`config.mk`:
```
export PLATFORM = sky130hd
export DESIGN_NAME = seq_shift_unit
export DESIGN_NICKNAME = d
export VERILOG_FILES = /design/src/rtl/seq_shift_pkg.sv /design/src/rtl/shift_step.sv /design/src/rtl/seq_shift_unit.sv
export SDC_FILE = /design/constraint.sdc
export NUM_CORES = 1
export LEC_CHECK = 0
export ABC_AREA = 1
export BUFFER_PORTS_ARGS = -buffer_cell sky130_fd_sc_hd__buf_4
export CAP_MARGIN = 20
export CORE_UTILIZATION = 54
export DETAILED_ROUTE_END_ITERATION = 16
export GPL_TIMING_DRIVEN = 1
export PLACE_DENSITY_LB_ADDON = 0.15
export SETUP_SLACK_MARGIN = 0.2
export SKIP_CTS_REPAIR_TIMING = 1
export SYNTH_ARGS = -nofsm -noshare
export SYNTH_HDL_FRONTEND = slang
export SYNTH_HIERARCHICAL = 1
export SYNTH_SLANG_ARGS = --single-unit
```
`constraint.sdc`:
```
create_clock -name clk -period 1.9 [get_ports clk]
set_clock_uncertainty 0.15 [all_clocks]
set_input_delay 0.095 -clock clk [delete_from_list [all_inputs] [get_ports clk]]
set_output_delay 0.095 -clock clk [all_outputs]
set_load 0.02 [all_outputs]
```
`src/rtl/seq_shift_pkg.sv`:
```
// Shared definitions for the sequential shift unit: opcodes, op enum and FSM states.
package seq_shift_pkg;

  localparam logic [1:0] OPC_SLL = 2'b00;
  localparam logic [1:0] OPC_SRL = 2'b01;
  localparam logic [1:0] OPC_SRA = 2'b10;
  localparam logic [1:0] OPC_ROL = 2'b11;

  typedef enum logic [1:0] {
    OP_SLL = OPC_SLL,
    OP_SRL = OPC_SRL,
    OP_SRA = OPC_SRA,
    OP_ROL = OPC_ROL
  } shift_op_e;

  typedef enum logic [1:0] {
    ST_IDLE  = 2'd0,
    ST_SHIFT = 2'd1,
    ST_DONE  = 2'd2
  } shift_state_e;

endpackage

```
`src/rtl/shift_step.sv`:
```
// Combinational single-bit step of the working register for each shift operation.
module shift_step
  import seq_shift_pkg::*;
#(
  parameter int WIDTH = 32
) (
  input  logic [1:0]       op,
  input  logic [WIDTH-1:0] value,
  output logic [WIDTH-1:0] stepped
);

  // NOTE: assign a default before the case so every path drives the output and no latch is inferred.
  always_comb begin
    stepped = value;
    case (op)
      OPC_SLL: stepped = {value[WIDTH-2:0], 1'b0};
      OPC_SRL: stepped = {1'b0, value[WIDTH-1:1]};
      OPC_SRA: stepped = {value[WIDTH-1], value[WIDTH-1:1]};
      OPC_ROL: stepped = {value[WIDTH-2:0], value[WIDTH-1]};
      default: stepped = value;
    endcase
  end

endmodule

```
`src/rtl/seq_shift_unit.sv`:
```
// Multi-cycle shifter: one bit per cycle, valid/ready handshake on both sides.
module seq_shift_unit
  import seq_shift_pkg::*;
#(
  parameter int WIDTH = 32,
  parameter int AMTW  = $clog2(WIDTH) + 1
) (
  input  logic             clk,
  input  logic             rst_n,
  input  logic             in_valid,
  output logic             in_ready,
  input  logic [1:0]       in_op,
  input  logic [WIDTH-1:0] in_data,
  input  logic [AMTW-1:0]  in_amt,
  output logic             out_valid,
  input  logic             out_ready,
  output logic [WIDTH-1:0] out_data,
  output logic             busy
);

  localparam logic [AMTW-1:0] WIDTH_AMT = AMTW'(WIDTH);

  shift_state_e     state, state_nx;
  shift_op_e        op_q;
  logic [AMTW-1:0]  cnt;
  logic [AMTW-1:0]  n_accept;
  logic [WIDTH-1:0] work;
  logic [WIDTH-1:0] stepped;
  logic             accept;

  assign in_ready  = (state == ST_IDLE);
  assign out_valid = (state == ST_DONE);
  assign busy      = (state != ST_IDLE);
  assign out_data  = out_valid ? work : '0;
  assign accept    = in_valid && in_ready;

  // Linear shifts saturate at WIDTH steps; rotates only need the residue.
  always_comb begin
    n_accept = (in_amt > WIDTH_AMT) ? WIDTH_AMT : in_amt;
    if (in_op == OPC_ROL)
      n_accept = in_amt % WIDTH_AMT;
  end

  shift_step #(.WIDTH(WIDTH)) u_step (
    .op      (op_q),
    .value   (work),
    .stepped (stepped)
  );

  always_comb begin
    state_nx = state;
    case (state)
      ST_IDLE:  if (accept) state_nx = (n_accept == '0) ? ST_DONE : ST_SHIFT;
      ST_SHIFT: if (cnt == AMTW'(1)) state_nx = ST_DONE;
      ST_DONE:  if (out_ready) state_nx = ST_IDLE;
      default:  state_nx = ST_IDLE;
    endcase
  end

  // NOTE: sequential state uses non-blocking assignments so every register samples pre-edge values.
  always_ff @(posedge clk or negedge rst_n) begin
    if (!rst_n) begin
      state <= ST_IDLE;
      op_q  <= OP_SLL;
      cnt   <= '0;
      work  <= '0;
    end else begin
      state <= state_nx;
      case (state)
        ST_IDLE: begin
          if (accept) begin
            work <= in_data;
            op_q <= shift_op_e'(in_op);
            cnt  <= n_accept;
          end
        end
        ST_SHIFT: begin
          work <= stepped;
          cnt  <= cnt - AMTW'(1);
        end
        default: ;
      endcase
    end
  end

endmodule

```
==> results.json <==
{
  "outcome": "finished with violations",
  "violations": "hold timing",
  "clockRootBuffer": "clkbuf_8",
  "row_count": 27,
  "die_height_um": 78.26,
  "tightest_slew_ns": 0.5586,
  "worstPathMaxFanout": 8,
  "antenna_found_initial": 0,
  "htreeDepth": 2,
  "rsz0062_at_grt": "yes",
  "cts_tree": "done",
  "io_pins": 79,
  "dr.first_iter.drc_count": 203,
  "drt-vias-per-instance": 5.383,
  "fin_hold_ws_ns": -0.006983,
  "slew_headroom_pct": 62.76,
  "postRouteAntennaNets": 0,
  "netlist_instances": 411,
  "finalHoldViolCount": 2,
  "final.fill_count": 383,
  "layout-drive-gt1-share_pct": 34.65,
  "dieArea_um2": 6125,
  "port_buffers": 78,
  "dp_hpwl_mm": 5.350,
  "cap_violations": 0,
  "setup_violations": 0,
  "wirelength_mm": 8.674,
  "vdd_drop_max_uv": 1047,
  "power.internal_mw": 3.925,
  "final.setup.tns_ns": 0,
  "grt.overflow.total": 0,
  "timing.fmax_mhz": 590.0,
  "core_um2": 5540,
  "syn-cell-area_um2": 3141,
  "fin_nets": 576,
  "ys_types": 27,
  "detail_route.first_pass.iterations": 5,
  "p_sw_share_pct": 48.60,
  "seq_power_share_pct": 23.8,
  "worstSetupEndpointType": "flop",
  "power_frac_comb_pct": 66.7,
  "critical_path_class": "reg -> reg",
  "p_leak_nw": 2.211,
  "grt_max_degree": 43,
  "setup.worst_path.start_class": "flop",
  "grt_pass1_vias": 2882,
  "total_power_mw": 7.635,
  "cts.sink_count": 42,
  "p_sw_mw": 3.710,
  "start_util_pct": 56.68,
  "cts_made_buffers": 5,
  "post_drt_wl_per_cell_um": 14.38,
  "post_synth.cell_area_avg_um2": 7.641,
  "grt_pass1_wl_mm": 12.68,
  "synth_fp_nets": 457,
  "cts.clk_slew.worst_paths_ns": 0.09,
  "grt.total_usage_pct": 26.20,
  "vias": 3246,
  "period_needed_ns": 1.695,
  "place_congestion": 0.8719,
  "powerDensity_nw_per_um2": 1731,
  "die_x_um": 78.26,
  "period_share_pct": 89.20,
  "n_antenna_cell": 0,
  "worstPathRequired_ns": 1.94,
  "worst-endpoint-arrival_ns": 1.73,
  "clockPowerShare_pct": 9.5,
  "cts_buffer_depth": 2,
  "hp-class": "in -> reg",
  "clk_latency_ns": 0.30,
  "yosysSeqAreaShare_pct": 33.47,
  "area_growth_pct": 40.48,
  "finalMaxSlewViolations": 0,
  "ys_ff_latch": 42,
  "ys_warn_count": 6,
  "drc_errors": 0
}
-- cell usage after synthesis (all sizes together) --
cell type	count	share of area, %
nand3	42	6.7
ha	2	0.80
o21ai	39	9.0
inv	46	5.6
o211ai	33	12
a21oi	5	0.80
xnor2	1	0.28
and2	1	0.20
or2	33	6.6
nand3b	1	0.24
nand2	100	12
buf	27	7.2
nor2	39	4.7
dfrtp	42	33
-- worst paths after layout --
path	start	endpoint	slack, ns	cells past startpoint
min reg2reg	cnt[5]	cnt[5]	0.37	2
max in group asynchronous	rst_n	state[0]	1.01	2
max	op_q[0]	work[23]	0.21	8
min	in_valid	cnt[2]	-0.007	4
min in group asynchronous	rst_n	work[0]	0.17	2
max reg2reg	op_q[0]	work[23]	0.21	8
-- per-stage QoR --
stage	utilization, %	cells	instance area (µm²)	worst slack (ns)
after floorplan	-	411	3141	0.2398
after global placement	66.87	546	3705	0.09684
after detailed placement	66.87	546	3705	0.03148
after CTS	68.93	554	3819	0.01667
after global routing	79.63	603	4412	0.1266
final	79.63	603	4412	0.2052
-- routing by layer --
| metal | up-vias | track usage (%) | part of all wire, % |
|---|---|---|---|
| li1 | 1569 | - | - |
| met3 | 19 | 5.000 | 5.3 |
| met1 | 1532 | 31.83 | 41 |
| met2 | 126 | 46.40 | 51 |
| met4 | 0 | 8.519 | 2.2 |
| met5 | - | 0 | 0 |
-- critical path, cell delays in order (launching register included) --
cell	delay, ns
dfrtp_1	0.45
inv_2	0.15
nand2_8	0.11
clkbuf_16	0.18
nand3_1	0.06
nand2_1	0.05
or2_2	0.29
o211ai_2	0.06
o21ai_1	0.08
-- power groups by stage --
stage	Clock, mW	Combinational (mW)	Sequential (mW)
after global routing	0.776	5.63	1.87
after floorplan	0	3.73	1.67
after detailed placement	0	4.47	1.79
after global placement	0	4.35	1.77
final	0.729	5.09	1.81
after CTS	0.736	4.48	1.78
-- final cells by class --
cell class,instances,area [µm²],area share [%]
inverter,46,175.2,3.971
timing repair buffer,138,1217,27.60
tap,72,90.09,2.042
clock inverter,3,45.04,1.021
clock buffer,5,68.82,1.560
sequential,42,1054,23.88
multi-input combinational,297,1762,39.93
-- registers in the layout, summed over array words and instances (netlist names) --
| name | cells |
|---|---|
| work | 32 |
| cnt | 6 |
| state | 2 |
| op_q | 2 |
-- cell families (layout without fill, tap and decap cells) --
group,after synthesis,count (layout),share of synthesized area (%)
compound gates,77,77,22.11
xor+xnor,1,1,0.2789
fa+ha+maj,2,2,0.7967
buf+inv,73,192,12.79
flops,42,42,33.47
simple gates,216,217,30.56
-- cell usage in the layout (no fill, tap or decap), types with 2 or more instances in the layout --
master	synthesis	routed
a21oi_1	5	5
buf_12	1	3
buf_4	4	91
buf_6	9	3
clkbuf_16	0	2
clkbuf_8	0	5
clkinvlp_4	0	2
dfrtp_1	42	40
dfrtp_2	0	2
dlygate4sd3_1	0	39
ha_1	2	2
inv_1	42	41
inv_2	3	4
nand2_1	97	96
nand2_4	0	3
nand2_8	0	2
nand3_1	42	42
nor2_1	39	32
nor2_2	0	7
o211ai_1	5	5
o211ai_2	28	28
o21ai_0	5	5
o21ai_1	13	13
o21ai_2	20	20
or2_0	22	21
or2_1	2	3
or2_2	9	7
or2_4	0	2
(Power assumes the default switching activity.)
